--- src/rtl/vga_timing_if.sv ---
// Pixel-side bus of the VGA timing generator: coordinates out to the drawing
// stage, RGB565 back, plus the DAC/connector pins and game-logic strobes.
interface vga_timing_if;
  logic [15:0] iRGB;
  logic [9:0]  oVGA_X;
  logic [9:0]  oVGA_Y;
  logic [4:0]  oVGA_R;
  logic [5:0]  oVGA_G;
  logic [4:0]  oVGA_B;
  logic        oVGA_HS;
  logic        oVGA_VS;
  logic        oVGA_BLANK_N;
  logic        oFrame_start;
  logic        oActive;

  modport master (
    input  iRGB,
    output oVGA_X, oVGA_Y, oVGA_R, oVGA_G, oVGA_B,
    output oVGA_HS, oVGA_VS, oVGA_BLANK_N, oFrame_start, oActive
  );

  modport slave (
    output iRGB,
    input  oVGA_X, oVGA_Y, oVGA_R, oVGA_G, oVGA_B,
    input  oVGA_HS, oVGA_VS, oVGA_BLANK_N, oFrame_start, oActive
  );
endinterface

--- src/rtl/vga_timing.sv ---
// 640x480@60 VGA timing generator: pixel/line counters, coordinate outputs,
// sync/blank delayed by the drawing latency, registered DAC pin stage.
module vga_timing #(
  parameter int H_VISIBLE    = 640,
  parameter int H_FRONT      = 16,
  parameter int H_SYNC       = 96,
  parameter int H_BACK       = 48,
  parameter int V_VISIBLE    = 480,
  parameter int V_FRONT      = 10,
  parameter int V_SYNC       = 2,
  parameter int V_BACK       = 33,
  parameter int DRAW_LATENCY = 1
) (
  input  logic          iVGA_CLK,
  input  logic          reset,
  vga_timing_if.master  vga
);

  localparam int H_TOTAL = H_VISIBLE + H_FRONT + H_SYNC + H_BACK;
  localparam int V_TOTAL = V_VISIBLE + V_FRONT + V_SYNC + V_BACK;

  localparam logic [9:0] H_LAST   = 10'(H_TOTAL - 1);
  localparam logic [9:0] V_LAST   = 10'(V_TOTAL - 1);
  localparam logic [9:0] H_VIS    = 10'(H_VISIBLE);
  localparam logic [9:0] V_VIS    = 10'(V_VISIBLE);
  localparam logic [9:0] HS_BEGIN = 10'(H_VISIBLE + H_FRONT);
  localparam logic [9:0] HS_END   = 10'(H_VISIBLE + H_FRONT + H_SYNC);
  localparam logic [9:0] VS_BEGIN = 10'(V_VISIBLE + V_FRONT);
  localparam logic [9:0] VS_END   = 10'(V_VISIBLE + V_FRONT + V_SYNC);

  logic [9:0]  h_cnt_r;
  logic [9:0]  v_cnt_r;
  logic        visible_s;
  logic        hs_raw_s;
  logic        vs_raw_s;
  logic [2:0]  raw_s;
  logic [2:0]  dly_s;
  logic [15:0] rgb_r;
  logic        hs_r;
  logic        vs_r;
  logic        blank_n_r;

  // Pixel and line counters; both wrap together at the last pixel of the frame
  always_ff @(posedge iVGA_CLK or posedge reset) begin
    if (reset) begin
      h_cnt_r <= 10'd0;
      v_cnt_r <= 10'd0;
    end else if (h_cnt_r == H_LAST) begin
      h_cnt_r <= 10'd0;
      if (v_cnt_r == V_LAST) begin
        v_cnt_r <= 10'd0;
      end else begin
        v_cnt_r <= v_cnt_r + 10'd1;
      end
    end else begin
      h_cnt_r <= h_cnt_r + 10'd1;
    end
  end

  // Raw decodes straight from the counters
  always_comb begin
    visible_s = (h_cnt_r < H_VIS) && (v_cnt_r < V_VIS);
    hs_raw_s  = (h_cnt_r >= HS_BEGIN) && (h_cnt_r < HS_END);
    vs_raw_s  = (v_cnt_r >= VS_BEGIN) && (v_cnt_r < VS_END);
    raw_s     = {vs_raw_s, hs_raw_s, visible_s};
  end

  assign vga.oVGA_X       = (h_cnt_r < H_VIS) ? h_cnt_r : 10'd0;
  assign vga.oVGA_Y       = (v_cnt_r < V_VIS) ? v_cnt_r : 10'd0;
  assign vga.oActive      = visible_s;
  assign vga.oFrame_start = ~reset & (h_cnt_r == 10'd0) & (v_cnt_r == 10'd0);

  // Sync/blank travel alongside the drawing stage so they meet its colour
  generate
    if (DRAW_LATENCY == 0) begin : g_no_delay
      assign dly_s = raw_s;
    end else begin : g_delay
      logic [2:0] pipe_r [DRAW_LATENCY];

      // Shift line for {vs, hs, visible}
      always_ff @(posedge iVGA_CLK or posedge reset) begin
        if (reset) begin
          for (int i = 0; i < DRAW_LATENCY; i++) begin
            pipe_r[i] <= 3'b000;
          end
        end else begin
          pipe_r[0] <= raw_s;
          for (int i = 1; i < DRAW_LATENCY; i++) begin
            pipe_r[i] <= pipe_r[i-1];
          end
        end
      end

      assign dly_s = pipe_r[DRAW_LATENCY-1];
    end
  endgenerate

  // Pin register: colour passes only inside the delayed visible window
  always_ff @(posedge iVGA_CLK or posedge reset) begin
    if (reset) begin
      rgb_r     <= 16'h0000;
      hs_r      <= 1'b1;
      vs_r      <= 1'b1;
      blank_n_r <= 1'b0;
    end else begin
      rgb_r     <= dly_s[0] ? vga.iRGB : 16'h0000;
      hs_r      <= ~dly_s[1];
      vs_r      <= ~dly_s[2];
      blank_n_r <= dly_s[0];
    end
  end

  assign vga.oVGA_R       = rgb_r[15:11];
  assign vga.oVGA_G       = rgb_r[10:5];
  assign vga.oVGA_B       = rgb_r[4:0];
  assign vga.oVGA_HS      = hs_r;
  assign vga.oVGA_VS      = vs_r;
  assign vga.oVGA_BLANK_N = blank_n_r;

endmodule

--- src/flat_wrapper.sv ---
// flat-port wrapper written by rule: the top's interface ports become plain ports
module vga_timing_flat 
#(
  parameter int H_VISIBLE    = 640,
  parameter int H_FRONT      = 16,
  parameter int H_SYNC       = 96,
  parameter int H_BACK       = 48,
  parameter int V_VISIBLE    = 480,
  parameter int V_FRONT      = 10,
  parameter int V_SYNC       = 2,
  parameter int V_BACK       = 33,
  parameter int DRAW_LATENCY = 1
)
  (iVGA_CLK, reset, vga_iRGB, vga_oVGA_X, vga_oVGA_Y, vga_oVGA_R, vga_oVGA_G, vga_oVGA_B, vga_oVGA_HS, vga_oVGA_VS, vga_oVGA_BLANK_N, vga_oFrame_start, vga_oActive);
  vga_timing_if vga_i ();
  input  logic iVGA_CLK;
  input  logic reset;
  input wire logic [$bits(vga_i.iRGB)-1:0] vga_iRGB;
  output wire logic [$bits(vga_i.oVGA_X)-1:0] vga_oVGA_X;
  output wire logic [$bits(vga_i.oVGA_Y)-1:0] vga_oVGA_Y;
  output wire logic [$bits(vga_i.oVGA_R)-1:0] vga_oVGA_R;
  output wire logic [$bits(vga_i.oVGA_G)-1:0] vga_oVGA_G;
  output wire logic [$bits(vga_i.oVGA_B)-1:0] vga_oVGA_B;
  output wire logic [$bits(vga_i.oVGA_HS)-1:0] vga_oVGA_HS;
  output wire logic [$bits(vga_i.oVGA_VS)-1:0] vga_oVGA_VS;
  output wire logic [$bits(vga_i.oVGA_BLANK_N)-1:0] vga_oVGA_BLANK_N;
  output wire logic [$bits(vga_i.oFrame_start)-1:0] vga_oFrame_start;
  output wire logic [$bits(vga_i.oActive)-1:0] vga_oActive;
  assign vga_i.iRGB = vga_iRGB;
  assign vga_oVGA_X = vga_i.oVGA_X;
  assign vga_oVGA_Y = vga_i.oVGA_Y;
  assign vga_oVGA_R = vga_i.oVGA_R;
  assign vga_oVGA_G = vga_i.oVGA_G;
  assign vga_oVGA_B = vga_i.oVGA_B;
  assign vga_oVGA_HS = vga_i.oVGA_HS;
  assign vga_oVGA_VS = vga_i.oVGA_VS;
  assign vga_oVGA_BLANK_N = vga_i.oVGA_BLANK_N;
  assign vga_oFrame_start = vga_i.oFrame_start;
  assign vga_oActive = vga_i.oActive;
  vga_timing #(.H_VISIBLE(H_VISIBLE), .H_FRONT(H_FRONT), .H_SYNC(H_SYNC), .H_BACK(H_BACK), .V_VISIBLE(V_VISIBLE), .V_FRONT(V_FRONT), .V_SYNC(V_SYNC), .V_BACK(V_BACK), .DRAW_LATENCY(DRAW_LATENCY)) u_core (.iVGA_CLK(iVGA_CLK), .reset(reset), .vga(vga_i));
endmodule
--- config.mk ---
export PLATFORM = sky130hd
export DESIGN_NAME = vga_timing_flat
export DESIGN_NICKNAME = d
export VERILOG_FILES = /design/src/rtl/vga_timing_if.sv /design/src/rtl/vga_timing.sv /design/src/flat_wrapper.sv
export SDC_FILE = /design/constraint.sdc
export NUM_CORES = 1
export LEC_CHECK = 0
export ABC_AREA = 1
export CORE_MARGIN = 2
export CORE_UTILIZATION = 52
export CTS_BUF_LIST = sky130_fd_sc_hd__clkbuf_2
export DETAILED_ROUTE_END_ITERATION = 10
export PLACE_DENSITY_LB_ADDON = 0.05
export SLEW_MARGIN = 5
export SYNTH_ARGS = -nofsm -noshare
export SYNTH_HDL_FRONTEND = slang
export SYNTH_SLANG_ARGS = --single-unit
--- constraint.sdc ---
create_clock -name iVGA_CLK -period 4.5 [get_ports iVGA_CLK]
set_input_delay 0.9 -clock iVGA_CLK [delete_from_list [all_inputs] [get_ports iVGA_CLK]]
set_output_delay 0.9 -clock iVGA_CLK [all_outputs]
set_load 0.05 [all_outputs]
==> out/summary.txt <==
top post-synthesis cells by area - dfrtp_1 (51%), inv_1 (9.5%), nand2_1 (8.3%)
Worst Hold Class - reg2reg
Syn. warnings - 0
FP Rows - 22
r2r setup slk - 2.75 ns
Overall Global Routing Usage - 0.218
# Max-Cap Violations - 0
Max clock buf depth - 2
hold_ws - 0.369 ns
Fin. Hold Viols - 0
distinct cell type count after synthesis - 24
CTS tree - yes
CTS buffer count - 5
worst-path maximum fanout - 9
vias in the first global route - 1,637
Startpoint Class - flip-flop
status - complete, no violations
port bufs - 57
Avg Inst Size Synth - 8.16 um2
number of antenna diodes - 0
total chip power - 0.616 mW
Post-CTS Resized - 0
RD Place Congestion - 0.872
count of antenna-violating nets left after detailed routing - 0
worst-margin pin slew - 0.529 ns
dpl cell area - 2600 um2
DRC Markers - 0
die area - 4320 um2
Die Y - 65.7 um
dpl hpwl - 3180 um
critical path class - reg2out
Mapped Cells - 243
Seq/Total Area, Yosys - 0.532
Final Cycle Share - 0.759
area grow syn2layout - 33.0%
Final nets - 325
WP data required - 3.60 ns
DR pass1 iterations - 4
global-route wire length before repair - 7160 um
CTS root buf - clkbuf_2
Setup Skew - 0.0180 ns
RSZ-0062 raised after global routing - false
DR WL/cell - 12.2 um
critical path arrival - 2.52 ns
Final TNS setup - 0 ns
Post-Syn Area - 1980 um2
Mapped Nets - 265
initial antenna violation count - 0
DR iter-0 viols - 116
largest area contributor in the netlist - dfrtp_1
hold_buf cts - 0
Core Area - 3660 um2
final WL - 4280 um
post-route cell area - 2640 um2
Initial Util - 0.541
crit end category - output pin
grt total ovfl - 0
final core utilization - 0.720
share of layout cells above drive strength 1 - 0.0625
Critical Path End - vga_oActive
CTS H-tree depth - 2
Post-CTS Setup Bufs - 0
Worst-path clk slew - 0.20 ns
top cell type's share of synthesized area - 0.505
Setup-failing EPs final - 0
total number of vias - 1,719
RR Endpoint - u_core.h_cnt_r[9]
maximum clock rate - 293 MHz
largest net degree at the start of global routing - 43
Yosys reg bits - 42
start of the worst register-to-register path - u_core.h_cnt_r[0]
vias per cell - 4.88
Worst slew margin - 0.647
Die X - 65.7 um
PwrDens - 234 nW/um2
worst setup path startpoint - u_core.v_cnt_r[7]
Peak VDD IR - 0.121 mV
Worst-Skew Late Latency - 0.40 ns
final slew viol count - 0
Leak Pwr - 1.32 nW
CTS sink count - 42
I/O Pins - 59
Fill cells - 316
R2R depth - 8
Tmin final - 3.42 ns
## synthesized netlist by cell type, drive strengths merged
library cell  count
a211oi            1
a21oi             3
buf               3
clkbuf            2
clkinv            2
conb              1
dfrtp            40
dfstp             2
ha                4
inv              53
nand2            44
nand3            15
nand4             9
nor2             39
nor3              9
nor4              1
o21ai             9
xor2              6
## flip-flops by register name (all words and copies together) (netlist names)
register	flops
u_core.dly_s	3
u_core.vga.oVGA_BLANK_N	1
u_core.rgb_r	16
u_core.vga.oVGA_VS	1
u_core.v_cnt_r	10
u_core.h_cnt_r	10
u_core.vga.oVGA_HS	1
## worst max-delay path: stages, from the launching register on
cell	delay, ns
dfrtp_1	0.46
nand2_1	0.12
nor2_1	0.07
nor2_1	0.13
clkinv_1	0.27
nor2_1	0.22
clkdlybuf4s50_1	0.85
## report_power, final
part	total [mW]	switching, mW	internal (mW)	leakage (nW)
Clock	0.158	0.118	0.0391	0.0327
Sequential	0.387	0.00160	0.385	0.518
Combinational	0.0717	0.0437	0.0279	0.774
## layer usage
metal | track usage | share of wire | vias up
met5 | 0 | 0 | -
met4 | 0.0625 | 0.011 | 0
met3 | 0.0616 | 0.086 | 5
met2 | 0.366 | 0.47 | 69
met1 | 0.275 | 0.43 | 792
li1 | - | - | 853
## cell type report
class                   instances  area (um2)  area share
flip-flops and latches         42        1050       0.400
clock buffers                   6        30.0      0.0114
multi-input cells             141         688       0.261
repair buffers                 58         588       0.223
inverters                      55         206      0.0783
clock inverters                 2        10.0     0.00380
well taps                      48        60.1      0.0228
## per-stage QoR
stage | setup WS [ns] | cells
detailed placement | 1.49 | 344
global placement | 1.50 | 344
finish | 1.08 | 352
floorplan | 0.416 | 243
global route | 0.910 | 352
CTS | 1.06 | 352
## worst min-delay path by stage
stage / start / end / cells past startpoint
after floorplan: u_core.dly_s[1] / u_core.vga.oVGA_HS / 1
after global placement: u_core.dly_s[2] / u_core.vga.oVGA_VS / 1
final: u_core.dly_s[1] / u_core.vga.oVGA_HS / 1
after CTS: u_core.dly_s[1] / u_core.vga.oVGA_HS / 1
after global routing: u_core.dly_s[2] / u_core.vga.oVGA_VS / 1
after detailed placement: u_core.dly_s[1] / u_core.vga.oVGA_HS / 1
## layout by cell type (no fill, tap or decap), drive strengths merged, types with 4 or more instances in the layout
cell           instances
dfrtp                 40
xor2                   6
clkinv                 4
nor2                  39
clkdlybuf4s50         56
ha                     4
nand4                  9
inv                   53
nand3                 15
o21ai                  9
nor3                   9
nand2                 44
clkbuf                 6
## cell families (layout without fill, tap and decap cells)
logic type	Yosys count	after routing	synth area share
AND/OR/NAND/NOR	117	117	0.259
buffers and inverters	60	121	0.121
flip-flops	42	42	0.532
AO/OA/AOI/OAI	13	13	0.0341
XOR/XNOR	6	6	0.0265
adder cells (fa/ha/maj)	4	4	0.0253
other	1	1	0.00189
Power figures use the tool's default switching activity.
